## config.mk

```make
export PLATFORM = sky130hd
export DESIGN_NAME = diffusion_step_sequencer
export DESIGN_NICKNAME = d
export VERILOG_FILES = /design/src/rtl/diffusion_seq_pkg.sv /design/src/rtl/lane_done_collector.sv /design/src/rtl/diffusion_step_sequencer.sv
export SDC_FILE = /design/constraint.sdc
export NUM_CORES = 1
export LEC_CHECK = 0
export ABC_CLOCK_PERIOD_IN_PS = 5090
export BUFFER_PORTS_ARGS = -buffer_cell sky130_fd_sc_hd__buf_2
export CORE_MARGIN = 2
export CORE_UTILIZATION = 30
export CTS_CLUSTER_SIZE = 12
export DETAILED_ROUTE_END_ITERATION = 8
export GPL_TIMING_DRIVEN = 0
export PLACE_DENSITY = 0.5
export SLEW_MARGIN = 20
export SYNTH_ARGS = -nofsm -noshare
export SYNTH_HDL_FRONTEND = slang
export SYNTH_SLANG_ARGS = --single-unit
```

## constraint.sdc

```tcl
create_clock -name clk -period 5.09 [get_ports clk]
set_clock_uncertainty 0.15 [all_clocks]
set_input_delay 1.018 -clock clk [delete_from_list [all_inputs] [get_ports clk]]
set_output_delay 1.018 -clock clk [all_outputs]
set_load 0.005 [all_outputs]
```

## src/rtl/diffusion_seq_pkg.sv

```systemverilog
// rtl/diffusion_seq_pkg.sv - shared types and defaults for diffusion_step_sequencer
//
// Purpose : state encoding and default sizing shared by the sequencer,
//           its lane collectors and the bench.
// Ports   : none (package).
package diffusion_seq_pkg;

   localparam int STATE_W       = 3;
   localparam int DEF_PARALLEL  = 16;
   localparam int DEF_MAX_STEPS = 7;

   typedef enum logic [STATE_W-1:0] {
      ST_IDLE  = 3'd0,
      ST_PROP  = 3'd1,
      ST_ADDUP = 3'd2,
      ST_ADV   = 3'd3,
      ST_DONE  = 3'd4
   } state_e;

endpackage

```

## src/rtl/lane_done_collector.sv

```systemverilog
// rtl/lane_done_collector.sv - sticky per-lane completion mask
//
// Purpose : ORs per-lane finish pulses/levels into a sticky mask while
//           enabled, so lanes may finish in any order and on any cycle.
// Ports   : clk          clock, rising edge
//           rst_n        synchronous active-low reset
//           clr_i        clear the mask (wins over new hits)
//           en_i         collect lane_done_i this cycle
//           lane_done_i  per-lane finish indications
//           all_done_o   every lane has finished, counting this cycle's hits
module lane_done_collector #(
   parameter int PARALLEL = 16
) (
   input  logic                clk,
   input  logic                rst_n,
   input  logic                clr_i,
   input  logic                en_i,
   input  logic [PARALLEL-1:0] lane_done_i,
   output logic                all_done_o
);

   logic [PARALLEL-1:0] mask_q;
   logic [PARALLEL-1:0] mask_d;
   logic [PARALLEL-1:0] hits;

   always_comb begin
      hits   = en_i ? lane_done_i : '0;
      mask_d = mask_q | hits;
      if (clr_i) begin
         mask_d = '0;
      end
   end

   // Current-cycle hits count, so the phase can close on the same cycle
   // the last lane reports.
   assign all_done_o = &(mask_q | hits);

   always_ff @(posedge clk) begin
      if (!rst_n) begin
         mask_q <= '0;
      end else begin
         mask_q <= mask_d;
      end
   end

endmodule

```

## src/rtl/diffusion_step_sequencer.sv

```systemverilog
// rtl/diffusion_step_sequencer.sv - PROPAGATE/ADDUP phase sequencer for diffusion lanes
//
// Purpose : steps the random-walk lanes through PROPAGATE then ADDUP for
//           max_steps steps, issuing per-lane go pulses and phase levels.
// Macro   : STEP_TIMEOUT_EN enables the per-phase watchdog.
// Ports   : clk, rst_n             clock / synchronous active-low reset
//           start                  run request, honoured in IDLE or DONE
//           abort                  back to IDLE next cycle from any state
//           finished[P]            per-lane propagation finish
//           finished_final[P]      per-lane add-up finish
//           rdy[P]                 one-cycle go pulse on each PROP entry
//           l_step[DATA_WIDTH]     current step index
//           finished_propagation   high in ADDUP
//           finished_all           high in DONE
//           busy                   high in PROP, ADDUP or ADV
//           timeout_err            sticky watchdog flag
module diffusion_step_sequencer
   import diffusion_seq_pkg::*;
#(
   parameter int PARALLEL   = DEF_PARALLEL,
   parameter int DATA_WIDTH = 32,
   parameter int max_steps  = DEF_MAX_STEPS,
   parameter int TIMEOUT    = 1 << 20
) (
   input  logic                  clk,
   input  logic                  rst_n,
   input  logic                  start,
   input  logic                  abort,
   input  logic [PARALLEL-1:0]   finished,
   input  logic [PARALLEL-1:0]   finished_final,
   output logic [PARALLEL-1:0]   rdy,
   output logic [DATA_WIDTH-1:0] l_step,
   output logic                  finished_propagation,
   output logic                  finished_all,
   output logic                  busy,
   output logic                  timeout_err
);

   localparam logic [DATA_WIDTH-1:0] LAST_STEP = DATA_WIDTH'(max_steps - 1);

   state_e                state_q, state_d;
   logic [PARALLEL-1:0]   rdy_q, rdy_d;
   logic [DATA_WIDTH-1:0] l_step_q, l_step_d;
   logic                  prop_all, fin_all;
   logic                  entering, clr_masks;
   logic                  timeout_hit;

`ifdef STEP_TIMEOUT_EN
   localparam int CNT_W = $clog2(TIMEOUT + 1);

   logic [CNT_W-1:0] cnt_q, cnt_d;
   logic             timeout_err_q, timeout_err_d;

   always_comb begin
      timeout_hit   = ((state_q == ST_PROP) || (state_q == ST_ADDUP)) &&
                      (cnt_q == CNT_W'(TIMEOUT - 1));
      timeout_err_d = timeout_err_q | timeout_hit;
      // Counter restarts on every state change and idles outside the
      // two watched phases.
      if ((state_d != state_q) || !((state_d == ST_PROP) || (state_d == ST_ADDUP))) begin
         cnt_d = '0;
      end else begin
         cnt_d = cnt_q + 1'b1;
      end
   end

   always_ff @(posedge clk) begin
      if (!rst_n) begin
         cnt_q         <= '0;
         timeout_err_q <= 1'b0;
      end else begin
         cnt_q         <= cnt_d;
         timeout_err_q <= timeout_err_d;
      end
   end

   assign timeout_err = timeout_err_q;
`else
   logic unused_timeout;

   assign unused_timeout = (TIMEOUT == 0);
   assign timeout_hit    = 1'b0;
   assign timeout_err    = 1'b0;
`endif

   always_comb begin
      state_d = state_q;
      case (state_q)
         ST_IDLE, ST_DONE: if (start)    state_d = ST_PROP;
         ST_PROP:          if (prop_all) state_d = ST_ADDUP;
         ST_ADDUP:         if (fin_all)  state_d = (l_step_q == LAST_STEP) ? ST_DONE : ST_ADV;
         ST_ADV:                         state_d = ST_PROP;
         default:                        state_d = ST_IDLE;
      endcase
      if (timeout_hit) state_d = ST_IDLE;
      if (abort)       state_d = ST_IDLE;
   end

   always_comb begin
      entering  = (state_d != state_q);
      clr_masks = entering && ((state_d == ST_PROP) || (state_d == ST_IDLE));
      rdy_d     = (entering && (state_d == ST_PROP)) ? '1 : '0;
      l_step_d  = l_step_q;
      if ((state_q == ST_ADV) && (state_d == ST_PROP)) begin
         l_step_d = l_step_q + 1'b1;
      end else if (((state_q == ST_IDLE) || (state_q == ST_DONE)) && (state_d == ST_PROP)) begin
         l_step_d = '0;
      end
   end

   always_ff @(posedge clk) begin
      if (!rst_n) begin
         state_q  <= ST_IDLE;
         rdy_q    <= '0;
         l_step_q <= '0;
      end else begin
         state_q  <= state_d;
         rdy_q    <= rdy_d;
         l_step_q <= l_step_d;
      end
   end

   // Each collector only listens during its own phase, so a level left
   // over from the other phase cannot close a phase early.
   lane_done_collector #(.PARALLEL(PARALLEL)) u_prop (
      .clk         (clk),
      .rst_n       (rst_n),
      .clr_i       (clr_masks),
      .en_i        (state_q == ST_PROP),
      .lane_done_i (finished),
      .all_done_o  (prop_all)
   );

   lane_done_collector #(.PARALLEL(PARALLEL)) u_fin (
      .clk         (clk),
      .rst_n       (rst_n),
      .clr_i       (clr_masks),
      .en_i        (state_q == ST_ADDUP),
      .lane_done_i (finished_final),
      .all_done_o  (fin_all)
   );

   // Phase levels decode the state register only: no input reaches an
   // output combinationally.
   assign rdy                  = rdy_q;
   assign l_step               = l_step_q;
   assign finished_propagation = (state_q == ST_ADDUP);
   assign finished_all         = (state_q == ST_DONE);
   assign busy                 = (state_q == ST_PROP) || (state_q == ST_ADDUP) ||
                                 (state_q == ST_ADV);

endmodule

```

# Word level (Yosys, flattened, before mapping)
# Cells that the tools add are included.
# op_classes
n_addsub	1
n_mux	11
bitwise_logic	3
n_reduce_logical	15
eq_ne	7
# ops
operator	n
two-way mux 32 bit	2
two-way mux 16 bit	3
adder 32 x 1 -> 32 bit (second input constant)	1
equality test 32 x 3 -> 1 bit (second input constant)	1
OR 16 bit	2
AND reduction 16 bit	2
two-way mux 3 bit	5
one-hot mux 3 bit (4 select lines)	1
equality test 3 x 1 -> 1 bit (second input constant)	2
equality test 3 x 2 -> 1 bit (second input constant)	2
zero test 3 bit	2
logical AND 1 bit	4
logical OR 1 bit	4
OR reduction 2 bit	2
equality test 3 bit (second input constant)	1
inequality test 3 bit	1
nonzero test 2 bit	1
inverter 1 bit	1
# word_totals
wordCells	42
input_bits	36
regBits	83
output_inout_bits	52

# Depth between registers and ports, before layout
# logic_depth
word_depth	11
depth_mapped	7
mapped_depth_nobuf	6

# By module
# Synthesis repeated with hierarchy kept, for this count alone.
# hier_totals
hier_cells	440
hier_area_um2	3422.0
# by_module_without_submodules
module	area_each_um2	cells_per_inst	n_inst	seq_area_each_um2
diffusion_step_sequencer	2228.4	294	1	720.7
lane_done_collector	596.8	73	2	320.3

# Worst setup path after synthesis
# Ideal clock, no wire load.
# synth_path
kind	input -> register
start	input finished[13]
end	register state_q[0]
arrival_time_ns	2.364
path_stages	5
setup_time_ns	0.120
setup_slack_ns	2.456
path_buffers	0
required_ns	4.820
path_cell_list	and4bb_2 o22ai_1 or4_4 o311a_1 a211o_1
# synth_between
elab_chain_len	6
# synth_rtl
item	line_no	source
start, declared	diffusion_step_sequencer.sv:29	input logic [PARALLEL-1:0] finished,
two-way mux 16 bit	lane_done_collector.sv:27	hits = en_i ? lane_done_i : '0;
OR 16 bit	lane_done_collector.sv:36	assign all_done_o = &(mask_q | hits);
AND reduction 16 bit	lane_done_collector.sv:36	
two-way mux 3 bit	diffusion_step_sequencer.sv:90	ST_PROP: if (prop_all) state_d = ST_ADDUP;
one-hot mux 3 bit (4 select lines)	diffusion_step_sequencer.sv:88	case (state_q)
two-way mux 3 bit	diffusion_step_sequencer.sv:96	if (abort) state_d = ST_IDLE;
end signal, assigned	diffusion_step_sequencer.sv:117	state_q <= state_d;
end, declared	diffusion_step_sequencer.sv:41	state_e state_q, state_d;
# Every way passes these cells.
# A chain may end at the register's enable or synchronous reset.

# Final worst setup path
# layout_path
start	register state_q[1]
end	output finished_propagation
# layout_between
elab_chain_len	1
# layout_rtl
item	line_no	source
equality test 3 x 2 -> 1 bit	diffusion_step_sequencer.sv:147	assign finished_propagation = (state_q == ST_ADDUP);
end, declared	diffusion_step_sequencer.sv:33	output logic finished_propagation,
# Every way passes these cells.

==> results.py <==
metrics = {
    "outcome": {
        "status": "complete, no violations",
    },
    "timing": {
        "max_freq_mhz": 346,
        "timing.final.crit_share_pct": 56.8,
        "hold_ws_ns": 0.305,
        "hold_viol_final": 0,
        "maxSlewViolCount": 0,
        "tns_ns": 0,
        "setup_viol": 0,
        "slew_headroom_pct": 45.5,
        "min_period_ns": 2.89,
        "rsz0062_at_grt": "no",
        "worst_slack_ns": 2.20,
        "worst_pin_slew_ns": 0.811,
    },
    "global_route": {
        "grt_pass1_vias": 3013,
        "use_met1_pct": 22.2,
        "antenna_found_initial": 0,
        "grtUsageMet3_pct": 2.81,
        "grt_start_max_net_pins": 17,
        "top_usage_layer": "met2",
        "overflow": 0,
        "grt_usage_pct": 16.3,
        "grt_pass1_wl_um": 15000,
        "use_met2_pct": 25.4,
    },
    "finish": {
        "multi_input_area_um2": 1700,
        "finalCoreUtilization_pct": 38.0,
        "drive_gt1_share_pct": 27.3,
        "regArea_um2": 1360,
        "fillers": 1172,
        "syn_to_final_growth_pct": 24.2,
        "layout.nets": 534,
        "insertedDiodeCount": 0,
    },
    "clocking": {
        "clkSinkCount": 68,
        "cts-hold-fix-buffers": 0,
        "root_buffer": "clkbuf_8",
        "post-cts-setup-buffer-count": 0,
        "clk_latency_ns": 0.35,
        "cts.path.max_buffers": 2,
        "ctsHtreeMaxLevel": 3,
        "cts-resized-gates": 0,
        "cts_tree": "built",
        "numCtsBuffers": 9,
        "path_clk_slew_ns": 0.08,
    },
    "die": {
        "rows": 38,
        "fp.dieH_um": 109,
        "die_x_um": 109,
        "core_um2": 10800,
        "ios": 88,
        "fp.dieArea_um2": 11800,
        "initial_core_util_pct": 30.6,
    },
    "synthesis": {
        "syn-cell-area_um2": 3300,
        "synth_seq_cells": 68,
        "yosys_warnings": 0,
        "synth-edff-count": 0,
        "seq_area_frac_synth_pct": 41.3,
        "yosysUniqueCellTypes": 44,
        "synth_area_per_cell_um2": 8.27,
        "netlist_instances": 399,
        "synth_flop_cell": "dfxtp_1",
        "synthesis.nets": 437,
        "async_reset_ff_share_pct": 0,
    },
    "worst_setup_path": {
        "crit_chain": "buf_4, nor3b_1, buf_2, buf_2",
        "crit_path_max_incr_delay_ns": 0.40,
        "crit_fanout": 10,
        "end_kind": "primary output",
        "worst_setup_path_start_kind": "flip-flop",
        "cp_data_required_time_ns": 3.92,
        "crit_top_cell": "buf_2",
        "crit_type": "flip-flop to primary output",
        "slowest_stage": "dfxtp_1",
        "crit_arrival_ns": 1.72,
    },
    "drt": {
        "routedWlPerCell_um": 14.5,
        "drtPass1Iterations": 4,
        "viasPerCell": 5.11,
        "drc": 0,
        "vias": 3277,
        "routed_wl_um": 9270,
        "drtAntennaViolNets": 0,
        "drtIter0Drc": 108,
    },
    "power_and_ir_drop": {
        "ir_worst_vdd_uv": 123,
        "power-per-cell-area_nw_per_um2": 257,
        "p_int_mw": 0.796,
        "p_sw_share_pct": 24.2,
        "p_sw_mw": 0.255,
        "leakagePower_nw": 1.71,
        "combPwrFrac_pct": 6.4,
        "power.share.clock_pct": 42.2,
        "pwr-share-seq_pct": 51.3,
    },
    "place": {
        "numPortBuffers": 86,
        "globalplace.congestion": 0.814,
        "dp_slack_ns": 2.09,
        "hpwl_um": 6780,
    },
    "min_path": {
        "holdCritPathClass": "flip-flop to flip-flop",
    },
    "flow_run": {
        "max-cap-violations": 0,
    },
}
[state kept, by name, indices dropped and copies added (netlist names)]
register and flops:
l_step 32, u_prop.mask_q 16, rdy 1, state_q 3, u_fin.mask_q 16
[power groups by stage]
stage | clock network (mW) | logic, mW | registers [mW]
CTS | 0.459 | 0.0684 | 0.540
detailed placement | 0 | 0.0681 | 0.552
global route | 0.482 | 0.0765 | 0.540
finish | 0.444 | 0.0675 | 0.540
floorplan | 0 | 0.0389 | 0.551
global placement | 0 | 0.0677 | 0.552
[metal layers]
layer / wire [um] / vias up
met4: 167 / 0
met3: 453 / 14
li1: - / 1659
met2: 4070 / 75
met1: 4570 / 1529
met5: 0 / -
[path summary, 6_finish.rpt]
| path | start | to | slack [ns] | cells after the start |
|---|---|---|---|---|
| setup / recovery | state_q[1]$_SDFF_PN0_ | finished_propagation | 2.20 | 4 |
| hold / removal | u_fin.mask_q[2]$_SDFF_PP0_ | u_fin.mask_q[2]$_SDFF_PP0_ | 0.31 | 2 |
| setup reg to reg | l_step[8]$_SDFFE_PN0P_ | l_step[27]$_SDFFE_PN0P_ | 2.40 | 7 |
| hold reg to reg | u_fin.mask_q[2]$_SDFF_PP0_ | u_fin.mask_q[2]$_SDFF_PP0_ | 0.31 | 2 |
[critical path: cells and delay by family, from the launching register on]
family | cells | cell delay [ns]
buf+inv | 3 | 0.64
flops | 1 | 0.40
simple gates | 1 | 0.33
[cell usage in the layout (no fill, tap or decap), types with 9 or more instances in the layout]
cell / instances
nor2_1: 59
o21ai_0: 30
o31ai_1: 11
nand4_1: 18
buf_4: 17
nand2_1: 24
clkbuf_8: 9
o22ai_1: 9
dfxtp_1: 68
buf_2: 90
clkbuf_1: 15
nor4_1: 11
nor2b_1: 12
a21oi_1: 20
nand3_1: 16
[layout make-up]
cell class	count	share of cell area (%)
clock inverters	6	1.59
plain buffers	36	5.16
flip-flops and latches	68	33.2
well taps	140	4.28
clock buffers	10	3.12
repair buffers	86	10.5
inverters	7	0.641
multi-input cells	288	41.5
[logic make-up after synthesis]
kind of cell	count (synthesis)	synth area share, %
mux	1	0.304
buf+inv	43	7.21
flops	68	41.3
fa+ha+maj	2	0.759
xor+xnor	2	0.531
other cells	1	0.114
simple gates	179	30.2
compound gates	103	19.6
[through the flow]
step	cells	instance area [um^2]	total power, mW
final	641	4100	1.05
after detailed placement	625	3900	0.620
after floorplan	399	3300	0.590
after global placement	625	3900	0.620
after global routing	641	4100	1.10
after CTS	641	4100	1.07
[cells in the mapped netlist, types with 9 or more instances]
cell / count / area share (%)
a21oi_1: 20 / 3.0
buf_4: 17 / 3.9
nand3_1: 16 / 2.4
nor2_1: 59 / 6.7
nor4_1: 11 / 2.1
nor2b_1: 12 / 2.3
o22ai_1: 9 / 1.7
o31ai_1: 11 / 2.5
nand2_1: 24 / 2.7
nand4_1: 18 / 3.4
clkbuf_1: 14 / 1.6
dfxtp_1: 68 / 41
o21ai_0: 30 / 4.6
Note: power is estimated with default switching activity, not from simulation.
